File: config.mk
export PLATFORM = sky130hd
export DESIGN_NAME = hazard_ctrl_unit
export DESIGN_NICKNAME = d
export VERILOG_FILES = /design/src/rtl/hazard_ctrl_unit_pkg.sv /design/src/rtl/hazard_ctrl_unit_load_use_detect.sv /design/src/rtl/hazard_ctrl_unit.sv
export SDC_FILE = /design/constraint.sdc
export NUM_CORES = 1
export LEC_CHECK = 0
export CAP_MARGIN = 20
export CORE_MARGIN = 4
export CORE_UTILIZATION = 50
export DETAILED_ROUTE_END_ITERATION = 10
export MAX_ROUTING_LAYER = met4
export PLACE_DENSITY_LB_ADDON = 0.08
export SLEW_MARGIN = 20
export SYNTH_ARGS = -nofsm -noshare
export SYNTH_HDL_FRONTEND = slang
export SYNTH_SLANG_ARGS = --single-unit
File: constraint.sdc
create_clock -name i_clk -period 10.3 [get_ports i_clk]
set_clock_uncertainty 0.2 [all_clocks]
set_input_delay 3.09 -clock i_clk [delete_from_list [all_inputs] [get_ports i_clk]]
set_output_delay 3.09 -clock i_clk [all_outputs]
set_load 0.1 [all_outputs]
File: src/rtl/hazard_ctrl_unit_pkg.sv
// Shared definitions for the pipeline hazard controller: FSM encodings,
// default geometry and the stage-register control bundle.
package hazard_ctrl_unit_pkg;

    localparam int RBITS_DEF        = 5;
    localparam int CBITS_DEF        = 32;
    localparam int DRAIN_CYCLES_DEF = 3;

    typedef enum logic [2:0] {
        ST_IDLE   = 3'd0,
        ST_RUN    = 3'd1,
        ST_STEP   = 3'd2,
        ST_DRAIN  = 3'd3,
        ST_HALTED = 3'd4
    } hcu_state_e;

    typedef struct packed {
        logic stall_pc;
        logic stall_if;
        logic flush_if;
        logic flush_id;
        logic stall_id;
    } hcu_ctrl_t;

    function automatic hcu_ctrl_t mk_ctrl(input logic stall_pc, input logic stall_if,
                                          input logic flush_if, input logic flush_id,
                                          input logic stall_id);
        hcu_ctrl_t c;
        c.stall_pc = stall_pc;
        c.stall_if = stall_if;
        c.flush_if = flush_if;
        c.flush_id = flush_id;
        c.stall_id = stall_id;
        return c;
    endfunction

endpackage

File: src/rtl/hazard_ctrl_unit_load_use_detect.sv
// Combinational load-use hazard comparator: flags an ID-stage read of the
// register an EX-stage load is about to write (r0 never hazards).
module hazard_ctrl_unit_load_use_detect
    import hazard_ctrl_unit_pkg::*;
#(
    parameter int RBITS = RBITS_DEF
) (
    input  logic [RBITS-1:0] ID_rs,
    input  logic [RBITS-1:0] ID_rt,
    input  logic             ID_use_rs,
    input  logic             ID_use_rt,
    input  logic             EX_memread,
    input  logic [RBITS-1:0] EX_rt,
    output logic             lu
);

    logic rs_hit_s;
    logic rt_hit_s;

    assign rs_hit_s = ID_use_rs && (ID_rs == EX_rt);
    assign rt_hit_s = ID_use_rt && (ID_rt == EX_rt);
    assign lu       = EX_memread && (EX_rt != {RBITS{1'b0}}) && (rs_hit_s || rt_hit_s);

endmodule

File: src/rtl/hazard_ctrl_unit.sv
// Pipeline control master: drives PC / IF/ID / ID/EX hold and bubble controls
// for load-use stalls, branch flushes, HALT drain and debug run/step freezing.
module hazard_ctrl_unit
    import hazard_ctrl_unit_pkg::*;
#(
    parameter int RBITS        = RBITS_DEF,
    parameter int CBITS        = CBITS_DEF,
    parameter int DRAIN_CYCLES = DRAIN_CYCLES_DEF
) (
    input  logic             i_clk,
    input  logic             i_rst,
    input  logic [RBITS-1:0] ID_rs,
    input  logic [RBITS-1:0] ID_rt,
    input  logic             ID_use_rs,
    input  logic             ID_use_rt,
    input  logic             ID_branch_tkn,
    input  logic             ID_halt,
    input  logic             EX_memread,
    input  logic [RBITS-1:0] EX_rt,
    input  logic             i_dbg_run,
    input  logic             i_dbg_step,
    output logic             stallPC,
    output logic             stallIF,
    output logic             flushIF,
    output logic             flushID,
    output logic             stallID,
    output logic             o_halted,
    output logic             o_step_done,
    output logic [CBITS-1:0] o_cycles,
    output logic [CBITS-1:0] o_stalls
);

    localparam int DBITS = $clog2(DRAIN_CYCLES + 1);
    localparam logic [DBITS-1:0] DRAIN_LOAD = DBITS'(DRAIN_CYCLES);
    localparam logic [DBITS-1:0] DRAIN_LAST = DBITS'(1);
    localparam logic [CBITS-1:0] CNT_ONE    = CBITS'(1);

    hcu_state_e       state_r;
    hcu_state_e       state_nxt_s;
    logic [DBITS-1:0] drain_r;
    logic [DBITS-1:0] drain_nxt_s;
    logic             step_done_nxt_s;
    logic             stall_inc_s;
    logic             active_s;
    logic             lu_s;
    hcu_ctrl_t        ctrl_s;
    logic             halted_r;
    logic             step_done_r;
    logic [CBITS-1:0] cycles_r;
    logic [CBITS-1:0] stalls_r;

    hazard_ctrl_unit_load_use_detect #(.RBITS(RBITS)) u_lu (
        .ID_rs      (ID_rs),
        .ID_rt      (ID_rt),
        .ID_use_rs  (ID_use_rs),
        .ID_use_rt  (ID_use_rt),
        .EX_memread (EX_memread),
        .EX_rt      (EX_rt),
        .lu         (lu_s)
    );

    // Next-state, drain countdown and stage-register controls.
    always_comb begin
        ctrl_s          = mk_ctrl(1'b1, 1'b1, 1'b0, 1'b0, 1'b1);
        state_nxt_s     = state_r;
        drain_nxt_s     = drain_r;
        step_done_nxt_s = 1'b0;
        stall_inc_s     = 1'b0;
        case (state_r)
            ST_IDLE: begin
                if (i_dbg_run) begin
                    state_nxt_s = ST_RUN;
                end else if (i_dbg_step) begin
                    state_nxt_s = ST_STEP;
                end else begin
                    state_nxt_s = ST_IDLE;
                end
            end
            ST_RUN, ST_STEP: begin
                // Load-use outranks HALT and branch: the stalled instruction is re-decoded next cycle.
                if (lu_s) begin
                    ctrl_s      = mk_ctrl(1'b1, 1'b1, 1'b0, 1'b1, 1'b0);
                    stall_inc_s = 1'b1;
                end else if (ID_halt) begin
                    ctrl_s      = mk_ctrl(1'b1, 1'b0, 1'b1, 1'b0, 1'b0);
                end else if (ID_branch_tkn) begin
                    ctrl_s      = mk_ctrl(1'b0, 1'b0, 1'b1, 1'b0, 1'b0);
                end else begin
                    ctrl_s      = mk_ctrl(1'b0, 1'b0, 1'b0, 1'b0, 1'b0);
                end
                if (ID_halt && !lu_s) begin
                    state_nxt_s = ST_DRAIN;
                    drain_nxt_s = DRAIN_LOAD;
                end else if (state_r == ST_STEP) begin
                    state_nxt_s     = ST_IDLE;
                    step_done_nxt_s = 1'b1;
                end else if (!i_dbg_run) begin
                    state_nxt_s = ST_IDLE;
                end else begin
                    state_nxt_s = ST_RUN;
                end
            end
            ST_DRAIN: begin
                ctrl_s      = mk_ctrl(1'b1, 1'b0, 1'b1, 1'b0, 1'b0);
                drain_nxt_s = drain_r - DRAIN_LAST;
                if (drain_r == DRAIN_LAST) begin
                    state_nxt_s = ST_HALTED;
                end else begin
                    state_nxt_s = ST_DRAIN;
                end
            end
            ST_HALTED: begin
                state_nxt_s = ST_HALTED;
            end
            default: begin
                state_nxt_s = ST_IDLE;
            end
        endcase
    end

    assign active_s = (state_r == ST_RUN) || (state_r == ST_STEP) || (state_r == ST_DRAIN);

    // State, drain counter, status flags and saturating statistics.
    always_ff @(posedge i_clk) begin
        if (i_rst) begin
            state_r     <= ST_IDLE;
            drain_r     <= {DBITS{1'b0}};
            halted_r    <= 1'b0;
            step_done_r <= 1'b0;
            cycles_r    <= {CBITS{1'b0}};
            stalls_r    <= {CBITS{1'b0}};
        end else begin
            state_r     <= state_nxt_s;
            drain_r     <= drain_nxt_s;
            halted_r    <= (state_nxt_s == ST_HALTED);
            step_done_r <= step_done_nxt_s;
            if (active_s && !(&cycles_r)) begin
                cycles_r <= cycles_r + CNT_ONE;
            end else begin
                cycles_r <= cycles_r;
            end
            if (stall_inc_s && !(&stalls_r)) begin
                stalls_r <= stalls_r + CNT_ONE;
            end else begin
                stalls_r <= stalls_r;
            end
        end
    end

    assign stallPC     = ctrl_s.stall_pc;
    assign stallIF     = ctrl_s.stall_if;
    assign flushIF     = ctrl_s.flush_if;
    assign flushID     = ctrl_s.flush_id;
    assign stallID     = ctrl_s.stall_id;
    assign o_halted    = halted_r;
    assign o_step_done = step_done_r;
    assign o_cycles    = cycles_r;
    assign o_stalls    = stalls_r;

endmodule

# Yosys cells after proc, flatten, opt, wreduce, memory -nomap -nowiden
# Cells that the tools add are included.
classes:
  n_addsub: 3
  muxes: 16
  bitwise_logic: 1
  n_eq_ne: 9
  reduce_logical: 21
op_table:
  columns: ["op", "count"]
  rows:
  - ["$add A32 B1 Y32 const B", 2]
  - ["$reduce_and A32 Y1", 2]
  - ["$pmux W3 S4", 1]
  - ["$eq A5 B5 Y1", 2]
  - ["$mux W5", 2]
  - ["$pmux W5 S2", 1]
  - ["$mux W2", 4]
  - ["$logic_and A1 B1 Y1", 7]
  - ["$eq A3 B2 Y1 const B", 2]
  - ["$eq A3 B3 Y1 const B", 2]
  - ["$mux W3", 2]
  - ["$mux W1", 5]
  - ["$reduce_bool A5 Y1", 1]
  - ["$pmux W2 S2", 1]
  - ["$eq A3 B1 Y1 const B", 1]
  - ["$logic_not A1 Y1", 3]
  - ["$logic_not A3 Y1", 1]
  - ["$logic_or A1 B1 Y1", 3]
  - ["$reduce_or A3 Y1", 1]
  - ["$eq A2 B1 Y1 const B", 1]
  - ["$ne A2 B2 Y1 const B", 1]
  - ["$reduce_and A2 Y1", 1]
  - ["$reduce_bool A2 Y1", 1]
  - ["$reduce_or A2 Y1", 1]
  - ["2 further kinds", 2]
totals:
  in_bits: 24
  ff_bits: 71
  elab_cells: 56

# Logic depth before layout (Yosys ltp)
# Gate-level depths: netlist (run 1).
depth:
  ltp_word: 9
  mapped_depth: 8
  depth_no_buf: 8

# Hierarchy
# From an unflattened synthesis (run 1), not the netlist that was laid out.
hier_totals:
  hier_cells: 458
  area_unflattened_um2: 3813.7
modules_own_cells:
  columns: ["mod", "area_each_um2", "cells_each", "instances", "seq_area_each_um2"]
  rows:
  - ["hazard_ctrl_unit", 3679.8, 441, 1, 1421.4]
  - ["hazard_ctrl_unit_load_use_detect", 133.9, 17, 1, 0.0]

# Worst setup path before layout (run 1)
# No wires, ideal clock.
synth_timing:
  kind: "input to output"
  from: "in EX_rt[1]"
  to: "out flushIF"
  cell_stages: 5
  required_ns: 7.010
  path_slack_ns: 0.948
  arrival_ns: 6.062
  cell_sequence: "or4_1 o21a_1 nand2_1 nand2_1 o21ai_0"
synth_between:
  elab_chain_cells: 6
synth_lines:
  columns: ["item", "line", "text"]
  rows:
  - ["start, declared", "hazard_ctrl_unit.sv:19", "input logic [RBITS-1:0] EX_rt,"]
  - ["$eq A5 B5 Y1 (on tied branches)", "hazard_ctrl_unit_load_use_detect.sv:20, hazard_ctrl_unit_load_use_detect.sv:21", null]
  - ["$logic_and A1 B1 Y1 (on tied branches)", "hazard_ctrl_unit_load_use_detect.sv:20, hazard_ctrl_unit_load_use_detect.sv:21", null]
  - ["$logic_or A1 B1 Y1", "hazard_ctrl_unit_load_use_detect.sv:22", "assign lu = EX_memread && (EX_rt != {RBITS{1'b0}}) && (rs_hit_s || rt_hit_s);"]
  - ["$logic_and A1 B1 Y1 *", "hazard_ctrl_unit_load_use_detect.sv:22", null]
  - ["$mux W5 *", "hazard_ctrl_unit.sv:81", "if (lu_s) begin"]
  - ["$pmux W5 S2 *", "hazard_ctrl_unit.sv:69", "case (state_r)"]
  - ["end, declared", "hazard_ctrl_unit.sv:24", "output logic flushIF,"]
# Mark *: on every way between the ends. The rest lies on a longest branch, timed or not.

# Worst setup path after layout (run 1)
layout_timing:
  from: "in EX_rt[1]"
  to: "out flushID"
layout_between:
  elab_chain_cells: 6
layout_lines:
  columns: ["item", "line", "text"]
  rows:
  - ["$eq A5 B5 Y1 (on tied branches)", "hazard_ctrl_unit_load_use_detect.sv:20, hazard_ctrl_unit_load_use_detect.sv:21", null]
  - ["$logic_and A1 B1 Y1 (on tied branches)", "hazard_ctrl_unit_load_use_detect.sv:20, hazard_ctrl_unit_load_use_detect.sv:21", null]
  - ["$logic_or A1 B1 Y1", "hazard_ctrl_unit_load_use_detect.sv:22", null]
  - ["$logic_and A1 B1 Y1 *", "hazard_ctrl_unit_load_use_detect.sv:22", null]
  - ["$mux W5 *", "hazard_ctrl_unit.sv:81", null]
  - ["$pmux W5 S2 *", "hazard_ctrl_unit.sv:69", null]
  - ["end, declared", "hazard_ctrl_unit.sv:25", "output logic flushID,"]
# Marked as above.

==> impl_metrics.csv, run 1 <==
group,metric,value,unit
run_status,outcome,"finished clean",
yosys,yosys_warnings,0,
critical_path,r2r_start,"o_stalls[19]$_SDFFE_PP0P_",
cells_and_area,diodes,0,
route,first_pass_iters,7,
place,dpl.hpwl,6.78,mm
sta,tightest_slew,1.02,ns
cells_and_area,area_growth,32.1,%
global_route,gr-total-overflow,0,
route,drt_iter0_markers,189,
route,via_count,3587,
cells_and_area,nets,561,
yosys,synth-edff-count,0,
floorplanning,core,6980,um2
power_and_ir_drop,p_switching,178,uW
sta,hold_slack,0.300,ns
power_and_ir_drop,p_int,432,uW
yosys,ys_ff_latch,71,
yosys,yosysTopAreaCell,"dfxtp_1",
sta,fin_crit_sh,88.1,%
yosys,synth_seq_area_share,38.7,%
clock_network,path_clk_slew,0.08,ns
sta,rsz0062_at_grt,"no",
sta,layout_setup_ws,1.23,ns
power_and_ir_drop,pwr-share-comb,15.9,%
place,port_buffers,94,
global_route,antenna_found_initial,0,
cells_and_area,layout.area.seq,1420,um2
power_and_ir_drop,p_leak,1.59,nW
floorplanning,dieWidth,93.7,um
clock_network,cts.sink_count,71,
place,place.gp.congestion,0.817,
floorplanning,start_util,52.6,%
cells_and_area,drive_gt1_share,5.57,%
critical_path,critPathRequiredTime,7.01,ns
critical_path,path_max_fanout,25,
power_and_ir_drop,p_sw_share,29.2,%
place,dp_slack,1.25,ns
clock_network,clk_latency,0.34,ns
critical_path,cp.arrival,5.78,ns
sta,relSlewSlack,31.8,%
sta,setup_viol,0,
critical_path,end_kind,"output port",
sta,hold_violations,0,
clock_network,cts-hold-fix-buffers,0,
power_and_ir_drop,cellPowerDensity,126,nW/um2
sta,fmax,110,MHz
cells_and_area,multi_input_comb_area,2120,um2
global_route,grt_pass1_wl,15.4,mm
route,vias_per_cell,5.65,
cells_and_area,post-route-util,69.5,%
cells_and_area,fin_area,4850,um2
yosys,synthesis.nets,474,
job,drv_cap,0,
min_path,min_from,"drain_r[0]$_SDFFE_PP0P_",
route,drc_errors,0,
clock_network,htreeDepth,3,
sta,final.min_clock_period,9.07,ns
min_path,hp-class,"flip-flop to flip-flop",
power_and_ir_drop,seqPwrFrac,46.4,%
yosys,syn_avg_cell_area,8.22,um2
route,routedWlPerCell,14.6,um
route,ant_nets,0,
sta,final_max_slew_viol_count,0,
global_route,grt_usage,22.2,%
critical_path,crit_path_start_kind,"primary input",
cells_and_area,fillers,612,
yosys,ys_types,47,
floorplanning,ios,95,
floorplanning,die-area,8780,um2
clock_network,cts-root-buf,"clkbuf_8",
global_route,grt_pass1_vias,3350,
place,dpl-instance-area,4650,um2
floorplanning,row_count,30,
route,routed_wl,9.26,mm
yosys,async_reset_ff_share,0,%
clock_network,tritoncts,"yes",
yosys,ys_top_cells_by_count,"dfxtp_1, nor2_1, nand2_1",
yosys,synth_ff_type,"dfxtp_1",
yosys,ys_top_cells_by_area,"dfxtp_1, nor2_1, xnor2_1, xor2_1, nand4_1",
yosys,syn_inst,447,
floorplanning,fp.dieH,93.7,um
clock_network,cts_buffers,9,
yosys,netlist_area,3670,um2
sta,tns,0,ns
power_and_ir_drop,ir_drop,0.0000959,V
clock_network,postCtsSetupBuffers,0,
yosys,yosysTopAreaCellShare,38.7,%
critical_path,crit_start,"EX_rt[1]",
power_and_ir_drop,p_clk_share,37.7,%
clock_network,postCtsResizedCells,0,
critical_path,crit_type,"primary input to output port",
global_route,grt_max_degree,81,
clock_network,cts_buffer_depth,2,
yosys,yosysMostFrequentCell,"dfxtp_1",
## path summary, 6_finish.rpt
path | to | slack [ns] | cells past startpoint
setup reg to reg | o_stalls[13]$_SDFFE_PP0P_ | 7.49 | 6
hold / removal | drain_r[0]$_SDFFE_PP0P_ | 0.30 | 1
setup / recovery | flushID | 1.23 | 8
hold reg to reg | drain_r[0]$_SDFFE_PP0P_ | 0.30 | 1
## kinds of logic after synthesis
| group | count (synthesis) | synth area share, % |
|---|---|---|
| simple gates | 235 | 34.8 |
| mux | 10 | 3.03 |
| fa+ha+maj | 3 | 1.02 |
| compound gates | 57 | 8.96 |
| xor+xnor | 42 | 10.0 |
| flops | 71 | 38.7 |
| buf+inv | 29 | 3.47 |
## layer usage
metal	share of wire [%]	vias up	global-route usage (%)
li1	-	1783	-
met1	44	1697	26.9
met2	49	91	36.8
met3	5.7	16	4.89
met4	1.3	0	6.74
met5	0	-	-
## per-stage QoR
stage                     total power, mW  instances
after floorplan                     0.359        447
after global placement              0.385        619
after detailed placement            0.387        619
after CTS                           0.615        635
after global routing                0.633        635
final                               0.609        635
## sequential cells by signal, summed over array words and instances (netlist names)
signal	flops
o_cycles	32
o_step_done	1
state_r	3
o_stalls	32
o_halted	1
drain_r	2
## power groups by stage
stage | combinational (mW) | clock, mW | sequential [mW]
floorplan | 0.0567 | 0 | 0.302
CTS | 0.0973 | 0.234 | 0.283
finish | 0.0968 | 0.230 | 0.283
detailed placement | 0.0972 | 0 | 0.289
global route | 0.102 | 0.247 | 0.284
global placement | 0.0955 | 0 | 0.289
## worst max-delay path: stages
cell and delay, ns:
clkdlybuf4s50_1 0.47, or4_1 0.59, o21ai_1 0.18, nor3_1 0.09, nand2_1 0.09, buf_4 0.25, inv_1 0.06, clkdlybuf4s50_1 0.96
## layout by cell type (no fill, tap or decap), types with 2 or more instances in the layout
| master | instances |
|---|---|
| nand4_1 | 24 |
| or4_1 | 7 |
| nor2_1 | 54 |
| o21ai_0 | 15 |
| dfxtp_1 | 71 |
| clkdlybuf4s50_1 | 91 |
| or2_2 | 2 |
| or4b_1 | 2 |
| and4_4 | 2 |
| clkbuf_8 | 11 |
| buf_4 | 4 |
| clkinv_2 | 2 |
| and3_1 | 9 |
| and2_1 | 7 |
| xor2_1 | 19 |
| nand2_1 | 30 |
| or3_1 | 19 |
| o31ai_1 | 5 |
| a211oi_1 | 3 |
| mux2_1 | 9 |
| and4_1 | 7 |
| a21oi_1 | 25 |
| nand3_1 | 26 |
| ha_1 | 3 |
| o21ai_1 | 4 |
| xnor2_1 | 23 |
| inv_1 | 9 |
| nor2b_1 | 11 |
| nor3_1 | 16 |
| nor4_1 | 10 |
## area by class of cell
| cell class | count | share of cell area [%] |
|---|---|---|
| clock inverters | 5 | 1.16 |
| clock buffers | 11 | 3.12 |
| inverters | 9 | 0.696 |
| repair buffers | 96 | 19.5 |
| multi-input cells | 347 | 43.8 |
| flip-flops and latches | 71 | 29.3 |
| well taps | 96 | 2.47 |
No activity file was read; power rests on OpenSTA's default activity.
==> inputs of run 2 (changes only) <==
DONT_BUFFER_PORTS = 1   (was default)
==> run 2 against run 1 <==
Die area unchanged. Clock power decreased by 7%. Via count decreased by 13%. Flip-flop and latch count unchanged.
==> impl_metrics.csv, run 2 (synthesis results as in run 1) <==
group,metric,value,unit
run_status,outcome,"finished clean",
cells_and_area,nets,467,
clock_network,postCtsSetupBuffers,0,
critical_path,critPathRequiredTime,7.01,ns
global_route,gr-total-overflow,0,
clock_network,cts_buffer_depth,2,
clock_network,cts.sink_count,71,
global_route,grt_usage,20.2,%
cells_and_area,fillers,691,
clock_network,cts-hold-fix-buffers,0,
route,first_pass_iters,4,
floorplanning,ios,95,
critical_path,cp_common_cell,"nand2_1",
place,dpl.hpwl,6.07,mm
cells_and_area,drive_gt1_share,5.66,%
sta,fmax,117,MHz
sta,setup_viol,0,
global_route,grt_pass1_wl,13.9,mm
cells_and_area,final_cell_mix,"dfxtp_1, nor2_1, nand2_1, nand3_1, a21oi_1",
sta,final_max_slew_viol_count,0,
floorplanning,row_count,30,
critical_path,end_kind,"output port",
place,place.gp.congestion,0.813,
sta,tightest_slew,1.16,ns
floorplanning,core,6980,um2
route,ant_nets,0,
floorplanning,dieWidth,93.7,um
power_and_ir_drop,cellPowerDensity,146,nW/um2
sta,final.min_clock_period,8.56,ns
sta,rsz0062_at_grt,"no",
cells_and_area,final_cell_count_no_fill,538,
clock_network,clk_latency,0.33,ns
critical_path,cp_top_family,"simple AND/OR/NAND/NOR gates",
sta,hold_slack,0.280,ns
floorplanning,fp.dieH,93.7,um
sta,relSlewSlack,22.3,%
floorplanning,die-area,8780,um2
sta,tns,0,ns
critical_path,crit_chain,"or4_1 > o21ai_1 > nor3_1 > nand2_1 > nand2_1",
route,routedWlPerCell,15.7,um
route,drt_iter0_markers,138,
critical_path,crit_type,"primary input to output port",
critical_path,cp_num_buf_inv,0,
cells_and_area,layout_commonest_cell,"dfxtp_1",
global_route,antenna_found_initial,0,
route,via_count,3138,
global_route,grt_max_degree,81,
critical_path,cp_slowest_cell,"nand2_1",
power_and_ir_drop,ir_drop,0.0000769,V
place,port_buffers,0,
cells_and_area,layout.area.seq,1420,um2
clock_network,htreeDepth,3,
clock_network,cts_buffers,9,
min_path,hp-class,"flip-flop to flip-flop",
power_and_ir_drop,p_leak,1.25,nW
sta,hold_violations,0,
place,place_inst,525,
clock_network,postCtsResizedCells,0,
route,drc_errors,0,
cells_and_area,multi_input_comb_area,2130,um2
cells_and_area,diodes,0,
global_route,grt_pass1_vias,2831,
clock_network,path_clk_slew,0.07,ns
sta,fin_crit_sh,83.1,%
route,vias_per_cell,5.83,
cells_and_area,area_growth,6.30,%
critical_path,crit_path_start_kind,"primary input",
floorplanning,start_util,52.6,%
critical_path,cp.arrival,5.27,ns
route,routed_wl,8.46,mm
job,drv_cap,0,
clock_network,tritoncts,"yes",
critical_path,crit_path_max_incr_delay,0.77,ns
critical_path,path_max_fanout,25,
clock_network,cts-root-buf,"clkbuf_8",
run 2: final cells by class:
cell class	count	share of cell area [%]
clock buffers	12	3.97
clock inverters	1	0.769
well taps	96	3.08
repair buffers	2	0.384
inverters	9	0.865
flip-flops and latches	71	36.4
multi-input cells	347	54.5
run 2: per-layer routing:
metal  up-vias  global-route usage (%)  part of all wire (%)
met4         0                    5.05                   1.1
li1       1582                       -                     -
met2        85                    32.3                    47
met1      1464                    23.5                    43
met5         -                       -                     0
met3         7                    8.49                   8.5
run 2: report_power, final:
part | total, mW | switching [mW] | internal (mW) | leakage, nW
Sequential | 0.297 | 0.0185 | 0.279 | 0.573
Clock | 0.214 | 0.0929 | 0.121 | 0.0944
Combinational | 0.0592 | 0.0454 | 0.0138 | 0.584
run 2: metrics by stage:
stage	cell area [um2]	total power, mW	utilization (%)	setup WS [ns]
floorplan	3670	0.359	-	0.948
global placement	3720	0.362	53.3	1.81
detailed placement	3720	0.363	53.3	1.77
CTS	3900	0.578	55.9	1.75
global route	3910	0.597	55.9	1.59
finish	3910	0.571	55.9	1.74
run 2: final timing paths:
kind / slack [ns] / depth (start not counted) / start / endpoint
min reg2reg: 0.28 / 1 / drain_r[0]$_SDFFE_PP0P_ / drain_r[0]$_SDFFE_PP0P_
max reg2reg: 6.57 / 6 / o_stalls[19]$_SDFFE_PP0P_ / o_stalls[13]$_SDFFE_PP0P_
max: 1.74 / 5 / EX_rt[1] / stallIF
min: 0.28 / 1 / drain_r[0]$_SDFFE_PP0P_ / drain_r[0]$_SDFFE_PP0P_
run 2: worst reg2reg max path: stages (launching register included):
cell	delay, ns
dfxtp_1	1.06
nand4_1	0.41
nor4_1	0.62
nand4_1	0.30
nand3_1	0.55
nor4_1	0.14
mux2_1	0.34
==> inputs of run 3 (changes only) <==
clock period = 9 ns   (was 10.3 ns; I/O delays follow)
==> run 3 against run 2 <==
Utilization rose by 0.95 points. Critical path type unchanged. Worst setup slack got worse by 0.17 ns. Via count fell by 0.73%. Total power grew 25%. Die area stayed put. Combinational power is 14% higher. Wire length fell by 1.8%. Sequential power increased by 14%. Clock power grew 44%. Critical path depth is the same. Global-route usage down 0.32 points. Non-clock buffer count increased by 1.
==> impl_metrics.csv, run 3 (synthesis results as in run 1) <==
group,metric,value,unit
run_status,outcome,"finished clean",
min_path,hp-class,"flip-flop to flip-flop",
clock_network,tritoncts,"yes",
place,port_buffers,0,
route,ant_nets,0,
global_route,antenna_found_initial,0,
power_and_ir_drop,seqPwrFrac,47.5,%
cells_and_area,diodes,0,
clock_network,cts-root-buf,"clkbuf_8",
sta,rsz0062_at_grt,"no",
clock_network,cts.sink_count,71,
clock_network,cts_buffers,9,
floorplanning,start_util,52.6,%
floorplanning,row_count,30,
route,vias_per_cell,5.75,
critical_path,cp.arrival,4.53,ns
power_and_ir_drop,total_power,715,uW
sta,final_max_slew_viol_count,0,
critical_path,path_max_fanout,12,
clock_network,clk_latency,0.35,ns
place,place.gp.congestion,0.832,
power_and_ir_drop,p_int,525,uW
cells_and_area,final_cell_mix,"dfxtp_1, nor2_1, nand2_1, nand3_1, a21oi_1",
power_and_ir_drop,pwr-share-comb,9.4,%
route,drc_errors,0,
power_and_ir_drop,p_leak,1.28,nW
place,dpl.hpwl,6.09,mm
cells_and_area,fin_area,3970,um2
floorplanning,core,6980,um2
cells_and_area,final_cell_count_no_fill,542,
clock_network,cts_buffer_depth,2,
power_and_ir_drop,p_switching,190,uW
power_and_ir_drop,p_clk_share,43.1,%
sta,final.min_clock_period,7.43,ns
sta,fin_crit_sh,82.5,%
power_and_ir_drop,p_sw_share,26.6,%
sta,tns,0,ns
clock_network,cts-hold-fix-buffers,0,
sta,hold_violations,0,
place,dpl-instance-area,3730,um2
cells_and_area,fillers,653,
cells_and_area,layout_commonest_cell,"dfxtp_1",
global_route,grt_pass1_vias,2836,
critical_path,critPathRequiredTime,6.10,ns
floorplanning,dieWidth,93.7,um
global_route,grt_usage,19.9,%
sta,tightest_slew,1.16,ns
critical_path,crit_path_start_kind,"primary input",
route,routedWlPerCell,15.3,um
place,dp_slack,1.57,ns
route,drt_iter0_markers,140,
sta,relSlewSlack,22.8,%
clock_network,htreeDepth,3,
sta,setup_viol,0,
clock_network,path_clk_slew,0.07,ns
global_route,gr-total-overflow,0,
floorplanning,die-area,8780,um2
sta,layout_setup_ws,1.57,ns
route,first_pass_iters,4,
global_route,grt_pass1_wl,13.5,mm
route,routed_wl,8.31,mm
floorplanning,fp.dieH,93.7,um
critical_path,end_kind,"output port",
power_and_ir_drop,cellPowerDensity,180,nW/um2
cells_and_area,nets,468,
clock_network,postCtsResizedCells,0,
cells_and_area,area_growth,8.11,%
sta,fmax,135,MHz
clock_network,postCtsSetupBuffers,0,
critical_path,crit_type,"primary input to output port",
floorplanning,ios,95,
job,drv_cap,0,
global_route,grt_max_degree,81,
cells_and_area,drive_gt1_share,6.50,%
route,via_count,3115,
power_and_ir_drop,ir_drop,0.0000875,V
place,place_inst,526,
-- run 3: cell types whose count changed in the layout (fill, tap and decap cells not counted), sizes merged --
| cell | change |
|---|---|
| clkinvlp | +1 |
| buf | +1 |
| clkbuf | -2 |
| bufinv | +2 |
| clkinv | +2 |
-- run 3: worst max-delay path, cell delays in order --
cell and delay, ns:
or4_1 0.55, o21ai_1 0.20, nor3_1 0.09, nand2_1 0.32, nand2_1 0.66
-- run 3: per-stage QoR --
step | hold slack (ns) | util (%)
floorplan | 0.250 | -
global placement | 0.256 | 53.4
detailed placement | 0.260 | 53.4
finish | 0.277 | 56.9
global route | 0.305 | 56.9
CTS | 0.282 | 56.9
-- run 3: worst paths after layout --
check                                 start                        end  slack (ns)  depth (start not counted)
setup / recovery                   EX_rt[1]                    stallIF        1.57                          5
setup reg to reg  o_stalls[19]$_SDFFE_PP0P_  o_stalls[13]$_SDFFE_PP0P_        5.29                          6
hold / removal      drain_r[0]$_SDFFE_PP0P_    drain_r[0]$_SDFFE_PP0P_        0.28                          1
hold reg to reg     drain_r[0]$_SDFFE_PP0P_    drain_r[0]$_SDFFE_PP0P_        0.28                          1
-- run 3: layer usage --
metal	vias up	global-route usage (%)	wire length (um)
li1	1592	-	-
met1	1427	22.8	3600
met2	83	31.9	3900
met3	13	7.53	691
met4	0	6.86	109
met5	-	-	0
-- run 3: power groups by stage --
stage | combinational (mW) | sequential [mW] | clock [mW]
2_1_floorplan | 0.0649 | 0.346 | 0
5_1_grt | 0.0726 | 0.341 | 0.332
3_5_place_dp | 0.0678 | 0.347 | 0
3_3_place_gp | 0.0672 | 0.347 | 0
6_report | 0.0672 | 0.340 | 0.308
4_1_cts | 0.0678 | 0.340 | 0.318
-- run 3: cell type report --
type / instances / area [um2] / area share [%]
Tap cell: 96 / 120 / 3.02
Timing Repair Buffer: 3 / 22.5 / 0.567
Multi-Input combinational cell: 347 / 2130 / 53.6
Clock buffer: 10 / 138 / 3.47
Clock inverter: 6 / 108 / 2.71
Inverter: 9 / 33.8 / 0.851
Sequential cell: 71 / 1420 / 35.8
